## config.mk

```make
export PLATFORM = sky130hd
export DESIGN_NAME = conv3x3_sched
export DESIGN_NICKNAME = d
export VERILOG_FILES = /design/src/rtl/conv_pkg.sv /design/src/rtl/conv3x3_addr_gen.sv /design/src/rtl/conv3x3_sched.sv
export SDC_FILE = /design/constraint.sdc
export NUM_CORES = 1
export LEC_CHECK = 0
export ABC_AREA = 1
export CAP_MARGIN = 30
export CELL_PAD_IN_SITES_DETAIL_PLACEMENT = 0
export CELL_PAD_IN_SITES_GLOBAL_PLACEMENT = 1
export CORE_MARGIN = 3
export CORE_UTILIZATION = 41
export DETAILED_ROUTE_END_ITERATION = 16
export DONT_BUFFER_PORTS = 1
export PLACE_DENSITY_LB_ADDON = 0.05
export SLEW_MARGIN = 10
export SYNTH_ARGS = -nofsm -noshare
export SYNTH_HDL_FRONTEND = slang
export SYNTH_SLANG_ARGS = --single-unit
```

## constraint.sdc

```tcl
create_clock -name clk -period 6.25 [get_ports clk]
set_input_delay 1.5625 -clock clk [delete_from_list [all_inputs] [get_ports clk]]
set_output_delay 1.5625 -clock clk [all_outputs]
set_load 0.02 [all_outputs]
```

## src/rtl/conv_pkg.sv

```systemverilog
// Shared types and constants for the 3x3 convolution window scheduler.
package conv_pkg;

    localparam int DATA_W  = 16;
    localparam int KTAPS   = 9;
    localparam int MAC_LAT = 2;

    // Wide enough to count every window that can be in flight inside the MAC.
    localparam int INFL_W  = $clog2(MAC_LAT + 1) + 1;

    typedef enum logic [2:0] {
        IDLE,
        FETCH,
        ISSUE,
        NEXT,
        DRAIN,
        DONE
    } state_t;

endpackage

```

## src/rtl/conv3x3_addr_gen.sv

```systemverilog
// Pixel address for tap (ky, kx) of the window anchored at row r, column c.
module conv3x3_addr_gen
    import conv_pkg::*;
#(
    parameter int ADDR_W = 16,
    parameter int DIM_W  = 8
) (
    input  logic [DIM_W-1:0]  row,
    input  logic [DIM_W-1:0]  col,
    input  logic [DIM_W-1:0]  width,
    input  logic [1:0]        ky,
    input  logic [1:0]        kx,
    output logic [ADDR_W-1:0] addr
);

    // All arithmetic is done at ADDR_W bits so it wraps modulo 2^ADDR_W.
    always_comb begin
        addr = (ADDR_W'(row) + ADDR_W'(ky)) * ADDR_W'(width)
             + ADDR_W'(col) + ADDR_W'(kx);
    end

endmodule

```

## src/rtl/conv3x3_sched.sv

```systemverilog
// 3x3 sliding-window scheduler: fetches each window, issues it to an external MAC
// and writes the results. Define CONV3X3_SCHED_RELU_EN to clamp negative results to 0.
module conv3x3_sched
    import conv_pkg::*;
#(
    parameter int ADDR_W = 16,
    parameter int DIM_W  = 8
) (
    input  logic                    clk,
    input  logic                    rst,
    input  logic                    start,
    input  logic [DIM_W-1:0]        cfg_width,
    input  logic [DIM_W-1:0]        cfg_height,
    output logic                    busy,
    output logic                    done,
    output logic                    cfg_err,
    output logic                    pix_rd_en,
    output logic [ADDR_W-1:0]       pix_rd_addr,
    input  logic [DATA_W-1:0]       pix_rd_data,
    output logic                    win_valid,
    output logic [KTAPS*DATA_W-1:0] win_data,
    input  logic [DATA_W-1:0]       conv_data,
    input  logic                    conv_valid,
    output logic                    out_wr_en,
    output logic [ADDR_W-1:0]       out_wr_addr,
    output logic [DATA_W-1:0]       out_wr_data
);

    localparam logic [DIM_W-1:0] MIN_DIM = DIM_W'(3);
    localparam logic [3:0]       LAST_K  = 4'(KTAPS);

    state_t              state_q, state_d;
    logic [DIM_W-1:0]    w_q, w_d, h_q, h_d;
    logic [DIM_W-1:0]    r_q, r_d, c_q, c_d;
    logic [1:0]          ky_q, ky_d, kx_q, kx_d;
    logic [3:0]          kidx_q, kidx_d;
    logic                rd_vld_q, rd_vld_d;
    logic [3:0]          rd_tap_q, rd_tap_d;
    logic [DATA_W-1:0]   tap_q [KTAPS];
    logic [DATA_W-1:0]   tap_d [KTAPS];
    logic [ADDR_W-1:0]   out_addr_q, out_addr_d;
    logic [INFL_W-1:0]   inflight_q, inflight_d;
    logic                cfg_err_q, cfg_err_d;
    logic [ADDR_W-1:0]   gen_addr;
    logic [DATA_W-1:0]   relu_data;

    conv3x3_addr_gen #(
        .ADDR_W (ADDR_W),
        .DIM_W  (DIM_W)
    ) u_addr_gen (
        .row   (r_q),
        .col   (c_q),
        .width (w_q),
        .ky    (ky_q),
        .kx    (kx_q),
        .addr  (gen_addr)
    );

    always_comb begin
`ifdef CONV3X3_SCHED_RELU_EN
        relu_data = conv_data[DATA_W-1] ? '0 : conv_data;
`else
        relu_data = conv_data;
`endif
    end

    always_comb begin
        state_d    = state_q;
        w_d        = w_q;
        h_d        = h_q;
        r_d        = r_q;
        c_d        = c_q;
        ky_d       = ky_q;
        kx_d       = kx_q;
        kidx_d     = kidx_q;
        rd_vld_d   = 1'b0;
        rd_tap_d   = kidx_q;
        tap_d      = tap_q;
        out_addr_d = out_addr_q;
        cfg_err_d  = cfg_err_q;
        busy       = (state_q != IDLE);
        done       = 1'b0;
        pix_rd_en  = 1'b0;
        win_valid  = 1'b0;

        // Read data lands one cycle after its request; rd_tap_q remembers which tap it feeds.
        if (rd_vld_q) begin
            tap_d[rd_tap_q] = pix_rd_data;
        end

        // A result with nothing in flight is stale (e.g. issued before a reset) and is dropped.
        out_wr_en = conv_valid && (inflight_q != '0);
        if (out_wr_en) begin
            out_addr_d = out_addr_q + ADDR_W'(1);
        end

        case (state_q)
            IDLE: begin
                if (start) begin
                    w_d        = cfg_width;
                    h_d        = cfg_height;
                    r_d        = '0;
                    c_d        = '0;
                    ky_d       = '0;
                    kx_d       = '0;
                    kidx_d     = '0;
                    out_addr_d = '0;
                    if ((cfg_width < MIN_DIM) || (cfg_height < MIN_DIM)) begin
                        cfg_err_d = 1'b1;
                        state_d   = DONE;
                    end else begin
                        cfg_err_d = 1'b0;
                        state_d   = FETCH;
                    end
                end
            end
            FETCH: begin
                if (kidx_q < LAST_K) begin
                    pix_rd_en = 1'b1;
                    rd_vld_d  = 1'b1;
                    kidx_d    = kidx_q + 4'd1;
                    if (kx_q == 2'd2) begin
                        kx_d = 2'd0;
                        ky_d = ky_q + 2'd1;
                    end else begin
                        kx_d = kx_q + 2'd1;
                    end
                end else begin
                    kidx_d  = '0;
                    ky_d    = '0;
                    kx_d    = '0;
                    state_d = ISSUE;
                end
            end
            ISSUE: begin
                win_valid = 1'b1;
                state_d   = NEXT;
            end
            NEXT: begin
                if (c_q < (w_q - MIN_DIM)) begin
                    c_d     = c_q + DIM_W'(1);
                    state_d = FETCH;
                end else begin
                    c_d = '0;
                    if (r_q < (h_q - MIN_DIM)) begin
                        r_d     = r_q + DIM_W'(1);
                        state_d = FETCH;
                    end else begin
                        state_d = DRAIN;
                    end
                end
            end
            DRAIN: begin
                if (inflight_q == '0) begin
                    state_d = DONE;
                end
            end
            DONE: begin
                done    = 1'b1;
                state_d = IDLE;
            end
            default: begin
                state_d = IDLE;
            end
        endcase

        inflight_d = inflight_q + INFL_W'(win_valid) - INFL_W'(out_wr_en);
    end

    always_comb begin
        win_data = '0;
        for (int k = 0; k < KTAPS; k++) begin
            win_data[k*DATA_W +: DATA_W] = tap_q[k];
        end
    end

    assign pix_rd_addr = pix_rd_en ? gen_addr : '0;
    assign out_wr_addr = out_addr_q;
    assign out_wr_data = out_wr_en ? relu_data : '0;
    assign cfg_err     = cfg_err_q;

    always_ff @(posedge clk) begin
        if (rst) begin
            state_q    <= IDLE;
            w_q        <= '0;
            h_q        <= '0;
            r_q        <= '0;
            c_q        <= '0;
            ky_q       <= '0;
            kx_q       <= '0;
            kidx_q     <= '0;
            rd_vld_q   <= 1'b0;
            rd_tap_q   <= '0;
            tap_q      <= '{default: '0};
            out_addr_q <= '0;
            inflight_q <= '0;
            cfg_err_q  <= 1'b0;
        end else begin
            state_q    <= state_d;
            w_q        <= w_d;
            h_q        <= h_d;
            r_q        <= r_d;
            c_q        <= c_d;
            ky_q       <= ky_d;
            kx_q       <= kx_d;
            kidx_q     <= kidx_d;
            rd_vld_q   <= rd_vld_d;
            rd_tap_q   <= rd_tap_d;
            tap_q      <= tap_d;
            out_addr_q <= out_addr_d;
            inflight_q <= inflight_d;
            cfg_err_q  <= cfg_err_d;
        end
    end

endmodule

```

==> qor.csv <==
metric;value;unit
largest family of logic cells by synthesized area;simple AND/OR/NAND/NOR gates;
hold crit path type;reg2reg;
Yosys top cell area share;0.370;
slowest cell on the critical path;fa_1;
GR Util All Layers;0.205;
Crit Path Class;reg2out;
Reg2Reg Depth;12;
Pleak;0.00616;uW
gpl congestion;0.852;
Final Hold Fails;0;
adder-cell share of the synthesized area;0.158;
R2R Path End;inflight_q[2]$_SDFF_PP0_;
Post-Syn Instances;1562;
RSZ-0062 raised after global routing;true;
most common cell after layout, fill and taps aside;nor2_1;
Final Power;3740;uW
CTS Buf Count;25;
WHS Endpoint;rd_tap_q[3]$_SDFF_PP0_;
post-detail-place hpwl;23.2;mm
Hold Path Depth;2;
crit share post-route;1.09;
Setup Skew;0.0192;ns
Worst Path Required;4.69;ns
Ports;250;
Compound-Gate Fraction of Synth Area;0.128;
final worst path period need;6.81;ns
Synth Register Bits;212;
Initial Utilization;0.421;
actual slew at the worst max-slew pin;0.931;ns
Crit. End Element;primary output;
pwr dens;277;mW/mm^2
vias in the first global route;9000;
Finished Core Util;0.495;
DRT Wirelength;32.1;mm
Die Span Y;173;um
global-route wire length before repair;50.5;mm
Post-Synth XOR/XNOR Area;0.0267;
nets;1760;
worst-skew pair later-pin latency;0.53;ns
Post-Syn Nets;1727;
grt ovf;0;
Clock Root Buffer;clkbuf_16;
sequential-to-total area share from yosys stat;0.370;
failing checks;negative setup slack;
Die W;173;um
syn avg cell area;7.34;sq um
Non-Filler Instances;1983;
layout cells sized above 1;0.133;
fmax;147;MHz
Max-Cap Viols;0;
most frequent cells in the layout;nor2_1 (343), inv_1 (224), dfxtp_1 (209);
TritonCTS clock tree;yes;
synth warn;0;
CP Buf/Inv Count;8;
CP max stage delay;0.53;ns
setup slack, reg-to-reg;3.04;ns
WP data arrival;5.24;ns
worst-path fanout max;4;
startpoint types;flip-flop;
PortBufs;0;
H-tree levels;1;
Top cell by count, worst path;nand2_1;
Post-synth EDFFs;0;
P&R area growth vs syn;17.7;%
Hold Buf Count CTS;0;
max-slew violations;0;
Crit path max-delay family;adder cells;
# diodes;0;
Starting DRT DRC Count;470;
hold path start;kidx_q[3]$_SDFFE_PP0P_;
simple-gate area share of the yosys netlist;0.212;
Routed wire per std cell;16.2;um
cell accounting for the most synthesized area;dfxtp_1;
placed standard-cell area;0.0122;sq mm
Rows;60;
Placed Instances;1924;
PnR worst setup slack;-0.556;ns
first-pass iteration count of the detailed router;4;
drt drc;0;
largest net degree at the start of global routing;78;
Post-Syn Area;0.0115;sq mm
die area;0.0300;sq mm
Post-Layout Inst Area;0.0135;sq mm
initial antenna violation count;0;
Synth cell types;37;
Core Region;0.0273;sq mm
Slew HR;0.377;
Antenna Nets Post-Route;0;
outcome;finished with violations;
Via Count;9632;
Via density;4.86;
Filler cells;2751;
clk sinks;212;
FF-to-FF Start;inflight_q[1]$_SDFF_PP0_;
Synth area leaders;dfxtp_1 (37%), nor2_1 (12%), fa_1 (9.2%);
FFs w/ async S/R, synth;0;
proportion of synthesized area in mux cells;0;
Reg clk slew, reported paths;0.06;ns
Max clock buf depth;3;
Main synth FF type;dfxtp_1;
Worst VDD drop;0.230;mV
Place WS;-0.229;ns
Setup Viol. Count Final;10;
-- power by group --
part,leakage (uW),switching [uW],internal (uW)
Combinational,0.00400,442,210
Clock,0.000443,590,958
Sequential,0.00172,117,1430
-- area by class of cell --
class	instances	area, sq um	share of cell area
clock buffer	30	694	0.0514
multi-input combinational	1031	6340	0.469
sequential	212	4250	0.315
tap	372	465	0.0345
inverter	249	938	0.0695
clock inverter	13	185	0.0137
timing repair buffer	76	628	0.0465
-- cell usage after synthesis, types with 11 or more instances --
cell	number
a21oi_1	76
buf_1	16
buf_2	11
clkbuf_1	43
dfxtp_1	212
fa_1	53
ha_1	60
inv_1	240
nand2_1	157
nand3_1	44
nor2_1	359
nor3_1	17
o21ai_0	177
xor2_1	29
-- state kept, by name (all words and copies together), names as in the netlist --
register / count
ky_q: 2
c_q: 8
w_q: 8
state_q: 3
rd_vld_q: 1
win_data: 144
kx_q: 2
out_wr_addr: 16
r_q: 8
cfg_err: 1
h_q: 8
rd_tap_q: 4
inflight_q: 3
kidx_q: 4
-- timing repair --
action                                  in CTS  in global routing
endpoints found under the setup margin      12                 12
pin swaps                                   40                 32
resized for setup                           38                 39
setup buffers                                6                  9
-- worst max-delay path by stage --
stage | to | cells after the start | slack [ns] | from
after CTS | pix_rd_addr[10] | 25 | -0.62 | r_q[0]$_SDFFE_PP0P_
after floorplan | pix_rd_addr[9] | 25 | 0.02 | r_q[1]$_SDFFE_PP0P_
after global placement | pix_rd_addr[10] | 24 | -0.17 | r_q[0]$_SDFFE_PP0P_
final | pix_rd_addr[14] | 27 | -0.56 | r_q[0]$_SDFFE_PP0P_
after detailed placement | pix_rd_addr[10] | 24 | -0.23 | r_q[0]$_SDFFE_PP0P_
after global routing | pix_rd_addr[10] | 25 | -0.88 | r_q[0]$_SDFFE_PP0P_
-- cells by family after synthesis --
kind of cell               after synthesis
AOI/OAI and AO/OA                      282
xor gates and xnor gates                35
adders and majority gates              113
and+or+nand+nor                        601
buffers and inverters                  319
DFF                                    212
-- through the flow --
| step | TNS, ns | hold slack, ns |
|---|---|---|
| final | -4.48 | 0.464 |
| after global routing | -7.48 | 0.496 |
| after CTS | -5.20 | 0.463 |
| after global placement | -0.768 | 0.458 |
| after detailed placement | -1.34 | 0.454 |
| after floorplan | 0 | 0.430 |
-- worst reg2reg max path, delay by kind of cell, from the launching register on --
kind	cells	cell delay (ns)
XOR/XNOR	1	0.18
buffers and inverters	4	0.74
AO/OA/AOI/OAI	2	0.24
adder cells (fa/ha/maj)	3	0.95
flip-flops	1	0.36
AND/OR/NAND/NOR	2	0.69
-- routing by layer --
layer,up-vias,global-route usage,routed length (um)
li1,4943,-,-
met1,4395,0.273,14500
met2,246,0.321,14300
met3,48,0.0712,2500
met4,0,0.0500,753
met5,-,0,0
Power figures use the tool's default switching activity.
